$ cat config.mk
export PLATFORM = sky130hd
export DESIGN_NAME = fetch_unit
export DESIGN_NICKNAME = d
export VERILOG_FILES = /design/src/rtl/cpu_pkg.sv /design/src/rtl/if_id_reg.sv /design/src/rtl/fetch_unit.sv
export SDC_FILE = /design/constraint.sdc
export NUM_CORES = 1
export LEC_CHECK = 0
export ABC_CLOCK_PERIOD_IN_PS = 2400
export CAP_MARGIN = 20
export CORE_UTILIZATION = 50
export DETAILED_ROUTE_END_ITERATION = 10
export PLACE_DENSITY = 0.79
export SLEW_MARGIN = 25
export SYNTH_ARGS = -nofsm -noshare
export SYNTH_HDL_FRONTEND = slang
export SYNTH_HIERARCHICAL = 1
export SYNTH_SLANG_ARGS = --single-unit
$ cat constraint.sdc
create_clock -name i_clk -period 2.4 [get_ports i_clk]
set_clock_uncertainty 0.2 [all_clocks]
set_input_delay 0.48 -clock i_clk [delete_from_list [all_inputs] [get_ports i_clk]]
set_output_delay 0.48 -clock i_clk [all_outputs]
set_load 0.02 [all_outputs]
$ cat src/rtl/cpu_pkg.sv
// Shared CPU definitions: opcode classes, fetch FSM states, default vector addresses.
// FETCH_INTR_EN adds the interrupt-vector fetch state.
package cpu_pkg;

  // Upper nibble marking a two-byte (opcode + immediate) instruction.
  localparam logic [3:0] OP_TWO_BYTE = 4'hC;

  localparam logic [7:0] DEF_RESET_VEC_ADDR = 8'h00;
  localparam logic [7:0] DEF_INTR_VEC_ADDR  = 8'h01;

  typedef enum logic [1:0] {
    StResetVec,
    StFetch,
    StFetchImm
`ifdef FETCH_INTR_EN
    , StIntrVec
`endif
  } fetch_state_e;

  function automatic logic is_two_byte(input logic [7:0] op);
    return op[7:4] == OP_TWO_BYTE;
  endfunction

endpackage

$ cat src/rtl/if_id_reg.sv
// IF/ID pipeline register: instruction, immediate, next-PC and valid flag.
// Clear drops valid only (bubble/flush); hold freezes everything.
module if_id_reg #(
  parameter int unsigned PC_W = 8
) (
  input  logic            i_clk,
  input  logic            i_rst,
  input  logic            i_load,
  input  logic            i_hold,
  input  logic            i_clear,
  input  logic [7:0]      i_instr,
  input  logic [7:0]      i_imm,
  input  logic [PC_W-1:0] i_pc_next,
  output logic [7:0]      o_instr,
  output logic [7:0]      o_imm,
  output logic [PC_W-1:0] o_pc_next,
  output logic            o_valid
);

  logic [7:0]      r_instr;
  logic [7:0]      r_imm;
  logic [PC_W-1:0] r_pc_next;
  logic            r_valid;

  // Pipeline register update: reset > clear > load (unless held).
  always_ff @(posedge i_clk) begin
    if (i_rst) begin
      r_instr   <= '0;
      r_imm     <= '0;
      r_pc_next <= '0;
      r_valid   <= 1'b0;
    end else if (i_clear) begin
      r_valid   <= 1'b0;
    end else if (i_load && !i_hold) begin
      r_instr   <= i_instr;
      r_imm     <= i_imm;
      r_pc_next <= i_pc_next;
      r_valid   <= 1'b1;
    end
  end

  assign o_instr   = r_instr;
  assign o_imm     = r_imm;
  assign o_pc_next = r_pc_next;
  assign o_valid   = r_valid;

endmodule

$ cat src/rtl/fetch_unit.sv
// Instruction fetch stage with IF/ID register. Assembles one- and two-byte
// instructions, handles reset vector, stall and redirect.
// FETCH_INTR_EN adds interrupt request/ack and the interrupt-vector fetch.
module fetch_unit
  import cpu_pkg::*;
#(
  parameter int unsigned    PC_W           = 8,
  parameter logic [PC_W-1:0] RESET_VEC_ADDR = PC_W'(DEF_RESET_VEC_ADDR)
`ifdef FETCH_INTR_EN
  , parameter logic [PC_W-1:0] INTR_VEC_ADDR = PC_W'(DEF_INTR_VEC_ADDR)
`endif
) (
  input  logic            i_clk,
  input  logic            i_rst,
  output logic [PC_W-1:0] o_imem_addr,
  input  logic [7:0]      i_imem_rdata,
  input  logic            i_stall,
  input  logic            i_redirect,
  input  logic [PC_W-1:0] i_redirect_pc,
  output logic [7:0]      o_if_id_instr,
  output logic [7:0]      o_if_id_imm,
  output logic [PC_W-1:0] o_if_id_pc_next,
  output logic            o_if_id_valid
`ifdef FETCH_INTR_EN
  , input  logic            i_intr_req
  , output logic            o_intr_ack
  , output logic [PC_W-1:0] o_intr_ret_pc
`endif
);

  fetch_state_e    r_state, w_state_d;
  logic [PC_W-1:0] r_pc, w_pc_d;
  logic [7:0]      r_opcode, w_opcode_d;

  logic            w_load, w_hold, w_clear;
  logic [7:0]      w_instr, w_imm;
  logic [PC_W-1:0] w_pc_inc, w_rdata_pc;

`ifdef FETCH_INTR_EN
  logic            r_intr_ack, w_intr_ack_d;
  logic [PC_W-1:0] r_intr_ret_pc, w_intr_ret_pc_d;
  logic            r_pending, w_pending_d;
`endif

  assign w_pc_inc   = r_pc + PC_W'(1);
  assign w_rdata_pc = PC_W'(i_imem_rdata);

  // State register; reset overrides everything.
  always_ff @(posedge i_clk) begin
    if (i_rst) begin
      r_state       <= StResetVec;
      r_pc          <= '0;
      r_opcode      <= '0;
`ifdef FETCH_INTR_EN
      r_intr_ack    <= 1'b0;
      r_intr_ret_pc <= '0;
      r_pending     <= 1'b0;
`endif
    end else begin
      r_state       <= w_state_d;
      r_pc          <= w_pc_d;
      r_opcode      <= w_opcode_d;
`ifdef FETCH_INTR_EN
      r_intr_ack    <= w_intr_ack_d;
      r_intr_ret_pc <= w_intr_ret_pc_d;
      r_pending     <= w_pending_d;
`endif
    end
  end

  // Memory address selection from state/PC only.
  always_comb begin
    o_imem_addr = r_pc;
    case (r_state)
      StResetVec: o_imem_addr = RESET_VEC_ADDR;
`ifdef FETCH_INTR_EN
      StIntrVec:  o_imem_addr = INTR_VEC_ADDR;
`endif
      default:    o_imem_addr = r_pc;
    endcase
  end

  // Next-state and IF/ID control: redirect > stall > normal fetch.
  always_comb begin
    w_state_d  = r_state;
    w_pc_d     = r_pc;
    w_opcode_d = r_opcode;
    w_load     = 1'b0;
    w_hold     = 1'b0;
    w_clear    = 1'b0;
    w_instr    = i_imem_rdata;
    w_imm      = 8'h00;
`ifdef FETCH_INTR_EN
    w_intr_ack_d    = 1'b0;
    w_intr_ret_pc_d = r_intr_ret_pc;
    // Request pulses are latched even while stalled so none is lost.
    w_pending_d     = r_pending | i_intr_req;
`endif
    if (i_redirect) begin
      w_pc_d    = i_redirect_pc;
      w_state_d = StFetch;
      w_clear   = 1'b1;
    end else if (i_stall) begin
      w_hold = 1'b1;
    end else begin
      case (r_state)
        StResetVec: begin
          w_pc_d    = w_rdata_pc;
          w_state_d = StFetch;
          w_hold    = 1'b1;
        end
        StFetch: begin
`ifdef FETCH_INTR_EN
          if (r_pending || i_intr_req) begin
            w_intr_ret_pc_d = r_pc;
            w_intr_ack_d    = 1'b1;
            w_pending_d     = 1'b0;
            w_clear         = 1'b1;
            w_state_d       = StIntrVec;
          end else
`endif
          if (is_two_byte(i_imem_rdata)) begin
            w_opcode_d = i_imem_rdata;
            w_pc_d     = w_pc_inc;
            w_state_d  = StFetchImm;
            w_clear    = 1'b1;
          end else begin
            w_load = 1'b1;
            w_pc_d = w_pc_inc;
          end
        end
        StFetchImm: begin
          w_instr   = r_opcode;
          w_imm     = i_imem_rdata;
          w_load    = 1'b1;
          w_pc_d    = w_pc_inc;
          w_state_d = StFetch;
        end
`ifdef FETCH_INTR_EN
        StIntrVec: begin
          w_pc_d    = w_rdata_pc;
          w_state_d = StFetch;
          w_hold    = 1'b1;
        end
`endif
        default: w_state_d = StResetVec;
      endcase
    end
  end

  if_id_reg #(
    .PC_W (PC_W)
  ) u_if_id_reg (
    .i_clk     (i_clk),
    .i_rst     (i_rst),
    .i_load    (w_load),
    .i_hold    (w_hold),
    .i_clear   (w_clear),
    .i_instr   (w_instr),
    .i_imm     (w_imm),
    .i_pc_next (w_pc_inc),
    .o_instr   (o_if_id_instr),
    .o_imm     (o_if_id_imm),
    .o_pc_next (o_if_id_pc_next),
    .o_valid   (o_if_id_valid)
  );

`ifdef FETCH_INTR_EN
  assign o_intr_ack    = r_intr_ack;
  assign o_intr_ret_pc = r_intr_ret_pc;
`endif

endmodule

==> reports/results.ini, run 1 <==
[outcome]
status=finished, final reports clean

[sta]
clock.fmax_mhz=426
period_share_pct=97.9
period_minus_slack_ps=2350
worst_pin_slew_ps=338
drv_slew=0
hold_violations=0
setup_tns_ps=0
setup_ws_ps=50.6
setup_viol=0
slew_headroom_pct=77.5
hold_ws_ps=274

[floorplanning]
start_util_pct=52.6
core-area_mm2=0.00475
die_area_mm2=0.00529
placementRows=25
die_x_um=72.7
ioPinCount=53
die_y_um=72.7

[clock_tree]
cts_tree=yes
clock_sinks=43
htree_levels=2
clk_pin_slew_ps=80
clockRootBuffer=clkbuf_8
cts_buffer_depth=2
clock_latency_ps=300
numCtsBuffers=5
ctsHoldBuffers=0

[global_routing]
grt_max_degree=27
antenna_found_initial=0
grt_pass1_wl_mm=8.69
grt.overflow.total=0
grt_usage_pct=21.5
grt_pass1_vias=1894

[yosys]
synthDistinctLibCells=54
synth_top_area_cell=dfxtp_1
avgSynthCellArea_um2=9.26
synth_edf_count=0
synth_seq_cells=43
ys.flop_type=dfxtp_1
synth-async-reset-ratio_pct=0
yosysMostFrequentCell=nand2b_1
ys_warn_count=6
synth-seq-area-share_pct=34.4
synth_area_leaders=dfxtp_1 (34%), nand2b_1 (12%), mux2i_1 (12%), mux2_2 (3.2%), nor2_1 (3.0%)
synth_top_area_share_pct=34.4
synth.net_count=294
netlist_instances=270
syn-cell-area_mm2=0.00250
netlist_top_cells_count=nand2b_1 (48), dfxtp_1 (43), mux2i_1 (29), nor2_1 (20)

[layout]
final_layout_size_suffix_gt1_share_pct=17.1
area_growth_pct=34.8
nets=363
finalNonFillerCells=407
diodes=0

[setup_path]
critPathKind=primary input to register
endpoint_kind=register
crit_chain=clkdlybuf4s50_1 -> inv_1 -> a21boi_2 -> nor2_1 -> nor4_2 -> nor3b_4 -> buf_6 -> clkbuf_16 -> mux2i_1
crit_path_start_kind=primary input
worstPathMaxFanout=6
critPathRequiredTime_ps=2420
critPathMaxStageDelay_ps=470
cpMaxStageDelayCell=clkdlybuf4s50_1
cp.arrival_ps=2370

[detailed_routing]
ant_nets=0
viasPerCell=5.18
wire_per_inst_um=14.0
vias=2108
wl_mm=5.68
drc=0
dr.pass1.iters=4
drt_iter0_drc=105

[placement]
numPortBuffers=52
place_ws_ps=-401
place_inst=391
gp_congestion=0.867
hpwlAfterDp_mm=3.87

[pwr]
p_leak_uw=0.00127
power_uw=1470
peakVddDrop_mv=0.325
p_per_area_mw_per_mm2=436

[run]
max_cap_violations=0

[worst_hold_path]
hp-class=register to register

routing by layer:
layer	vias to the layer above	GRT usage [%]	wire (um)
met5	-	0	0
met3	12	3.87	184
li1	1058	-	-
met2	52	33.5	2610
met4	0	10.7	160
met1	986	28.6	2730
worst max-delay path, delay by kind of cell:
family / cells / cell delay (ps)
buf+inv: 4 / 860
simple gates: 3 / 660
mux: 1 / 190
compound gates: 1 / 160
state kept, by name (all words and copies together), names as in the netlist:
register,cells
r_opcode,8
r_pc,8
u_if_id_reg/o_imm,8
u_if_id_reg/o_instr,8
u_if_id_reg/o_pc_next,8
r_state,2
u_if_id_reg/o_valid,1
placed cells by master, fill, tap and decap left out, types with 2 or more instances in the layout:
cell and n:
nand2b_1 48, dfxtp_1 43, clkdlybuf4s50_1 41, mux2i_1 29, buf_4 22, nor2_1 20
and2_1 9, a21oi_1 9, inv_1 8, nand2_1 8, dlygate4sd2_1 8, mux2_2 7
nor2b_1 6, clkbuf_8 5, o21ai_0 4, xnor2_1 4, nand3_1 4, o22ai_1 4
a211oi_1 3, nor3_1 3, nor3b_1 3, ha_1 3, dlymetal6s2s_1 3, nor3b_4 2
and3_1 2, o21bai_1 2, a31oi_1 2, nand3b_1 2, clkinvlp_4 2, clkbuf_16 2
buf_12 2, buf_6 2
cell type report:
| class | count | area, um2 |
|---|---|---|
| multi-input cells | 200 | 1480 |
| inverters | 8 | 30.0 |
| flip-flops and latches | 43 | 861 |
| clock inverters | 3 | 20.0 |
| fillers | 386 | 1380 |
| repair buffers | 81 | 823 |
| well taps | 67 | 83.8 |
| clock buffers | 5 | 68.8 |
cells by family (layout without fill, tap and decap cells):
logic type / after synthesis / count (layout) / synth area share, %
multiplexers: 36 / 36 / 14.8
flip-flops: 43 / 43 / 34.4
AND/OR/NAND/NOR: 116 / 116 / 28.3
adder cells (fa/ha/maj): 4 / 4 / 2.00
buffers and inverters: 27 / 97 / 7.05
AO/OA/AOI/OAI: 39 / 39 / 11.7
XOR/XNOR: 5 / 5 / 1.75
stage by stage:
stage,utilization [%],instance area (um2)
after floorplan,-,2500
after global placement,66.2,3150
after detailed placement,66.2,3150
after CTS,69.1,3290
after global routing,70.9,3370
final,70.9,3370
final timing paths:
| path | slack (ps) | startpoint | depth (start not counted) | end |
|---|---|---|---|---|
| worst min register to register | 270 | u_if_id_reg/o_pc_next[7] | 2 | u_if_id_reg/o_pc_next[7] |
| worst min-delay path | 270 | u_if_id_reg/o_pc_next[7] | 2 | u_if_id_reg/o_pc_next[7] |
| worst max-delay path | 50 | i_imem_rdata[5] | 9 | u_if_id_reg/o_imm[3] |
| worst max register to register | 110 | r_state[1] | 9 | u_if_id_reg/o_imm[3] |
report_power, final:
| group | internal [uW] | leakage [uW] | switching (uW) |
|---|---|---|---|
| Combinational | 136 | 0.000878 | 135 |
| Sequential | 727 | 0.000349 | 14.4 |
| Clock | 202 | 0.0000402 | 254 |
| Total | 1070 | 0.00127 | 403 |
timing repair:
action                                  4_1_cts  5_1_grt
gates resized for setup                      12        7
hold endpoints to repair                      0        0
endpoints found under the setup margin       32       24
setup buffers                                 2        3
pin swaps                                     0        3
gates cloned                                  1        2
Power figures use the tool's default switching activity.
==> run 2: changes to the inputs <==
--- a/config.mk
+++ b/config.mk
@@ -10,6 +10,7 @@
 export CORE_UTILIZATION = 50
 export DETAILED_ROUTE_END_ITERATION = 10
 export PLACE_DENSITY = 0.79
+export REMOVE_ABC_BUFFERS = 1
 export SLEW_MARGIN = 25
 export SYNTH_ARGS = -nofsm -noshare
 export SYNTH_HDL_FRONTEND = slang
==> reports/results.ini, run 2 (same netlist as run 1, synthesis figures left out) <==
[setup_path]
crit_path_start_kind=primary input
reg2reg_setup_slack_ps=160  ; +50 ps
worstPathMaxFanout=7  ; +1
critPathKind=primary input to register
critPathRequiredTime_ps=2420  ; about the same
r2r_end=u_if_id_reg/o_imm[1]
cp.arrival_ps=2410  ; +40 ps
reg2reg_depth=9  ; unchanged
reg2reg_from=r_state[1]
endpoint_kind=register

[global_routing]
grt_usage_pct=22.4  ; +0.95 points
met1_usage_pct=30.0  ; +1.4 points
grtUsageMet3_pct=4.83  ; +0.97 points
use_met2_pct=35.9  ; +2.4 points
grt_max_degree=69  ; +160%
top_usage_layer=met2
grt.overflow.total=0  ; unchanged
grt_pass1_vias=1913  ; +1.0%
grt_pass1_wl_mm=9.10  ; +4.7%
antenna_found_initial=0  ; unchanged

[sta]
setup_tns_ps=0  ; unchanged
period_share_pct=99.5  ; +1.6 points
hold_violations=0  ; unchanged
drv_slew=0  ; unchanged
clock.fmax_mhz=419  ; -1.6%
setup_viol=0  ; unchanged
period_minus_slack_ps=2390  ; +37.6 ps
hold_ws_ps=276  ; +2.09 ps
slew_headroom_pct=74.0  ; -3.4 points
worst_pin_slew_ps=384  ; +46.5 ps

[detailed_routing]
drt_iter0_drc=149  ; +42%
dr.pass1.iters=4  ; unchanged
vias=2111  ; +0.14%
wl_mm=5.85  ; +2.9%
drc=0  ; unchanged
wire_per_inst_um=14.3  ; +2.7%
viasPerCell=5.17  ; -0.10%
ant_nets=0  ; unchanged

[worst_hold_path]
worstHoldEndpoint=u_if_id_reg/o_pc_next[5]
hold_path_depth=2  ; unchanged
hp-class=register to register
worstHoldStart=u_if_id_reg/o_pc_next[5]

[layout]
regArea_um2=861  ; unchanged
final_cell_area_mm2=0.00338  ; +0.33%
nets=364  ; +0.28%
finalNonFillerCells=408  ; +0.25%
final_common_cell=nand2b_1
area_growth_pct=35.2
layout_common_cells=nand2b_1 (48), dfxtp_1 (43), clkdlybuf4s50_1 (42)
final_layout_size_suffix_gt1_share_pct=17.0  ; -0.050 points
diodes=0  ; unchanged
multi_input_area_mm2=0.00148  ; unchanged
fillers=402  ; +4.1%

[floorplanning]
core-area_mm2=0.00475  ; unchanged
ioPinCount=53  ; unchanged
die_y_um=72.7  ; unchanged
die_area_mm2=0.00529  ; unchanged
start_util_pct=52.6  ; unchanged
die_x_um=72.7  ; unchanged
placementRows=25  ; unchanged

[clock_tree]
numCtsBuffers=5  ; unchanged
clockRootBuffer=clkbuf_8
cts_tree=yes
htree_levels=2  ; unchanged
clk_pin_slew_ps=90  ; about the same
cts_buffer_depth=2  ; unchanged
clock_sinks=43  ; unchanged
clock_latency_ps=300  ; about the same

[outcome]
status=finished, final reports clean

[run]
max_cap_violations=0  ; unchanged

[placement]
numPortBuffers=52  ; unchanged
place_inst=396  ; +1.3%
placed_area_mm2=0.00321  ; +2.0%
gp_congestion=0.879  ; +1.4%
hpwlAfterDp_mm=4.02  ; +3.9%

[pwr]
p_per_area_mw_per_mm2=437  ; +0.23%
peakVddDrop_mv=0.274  ; -16%
p_leak_uw=0.00126  ; -0.18%

run 2: changes by cell type in the layout (fill, tap and decap cells not counted), sizes merged:
cell           before  now
buf                27   28
clkbuf              7    8
clkdlybuf4s50      41   42
clkinvlp            2    1
dlymetal6s2s        3    2
run 2: how the worst max path moves through the flow:
stage	from	endpoint
2_1_floorplan	r_state[0]	u_if_id_reg/o_imm[0]
3_3_place_gp	i_imem_rdata[4]	u_if_id_reg/o_imm[4]
3_5_place_dp	i_imem_rdata[4]	u_if_id_reg/o_instr[1]
4_1_cts	i_imem_rdata[4]	u_if_id_reg/o_instr[1]
5_1_grt	i_imem_rdata[6]	u_if_id_reg/o_imm[1]
6_report	i_imem_rdata[6]	u_if_id_reg/o_imm[1]
run 2: power breakdown:
group	switching [uW]	total, uW	internal [uW]
Clock	254	458	204
Sequential	14.6	742	727
Combinational	138	278	140
run 2: critical path, cell delays in order:
cell	delay, ps
clkdlybuf4s50_1	430
and3b_2	230
a21boi_2	160
nor2_1	70
nor4_2	260
nor3b_4	270
buf_12	160
clkbuf_16	160
mux2i_1	190
run 2: what timing repair did:
| item | CTS | global route |
|---|---|---|
| cloned | 0 | 2 |
| resized for setup | 11 | 4 |
| setup buffers | 0 | 2 |
| pin swaps | 0 | 3 |
| endpoints found under the setup margin | 32 | 13 |
| hold buffers | 0 | 0 |
run 2: layer usage:
layer	vias up	share of wire, %
met2	46	48
li1	1065	-
met3	4	3.9
met5	-	0
met1	996	47
met4	0	0.94
run 2: layout make-up:
class | instances | share of cell area [%]
clock buffers | 6 | 2.15
clock inverters | 2 | 0.370
inverters | 8 | 0.888
multi-input cells | 200 | 43.9
flip-flops and latches | 43 | 25.5
well taps | 67 | 2.48
repair buffers | 82 | 24.8
run 2: stage by stage:
step                      utilization, %  power, uW  worst slack, ps
final                               71.1       1480             13.0
after detailed placement            67.5       1030             -410
after global placement              67.5       1030             -321
after global routing                71.1       1550            -29.3
after floorplan                        -        897             -915
after CTS                           69.3       1480             23.7
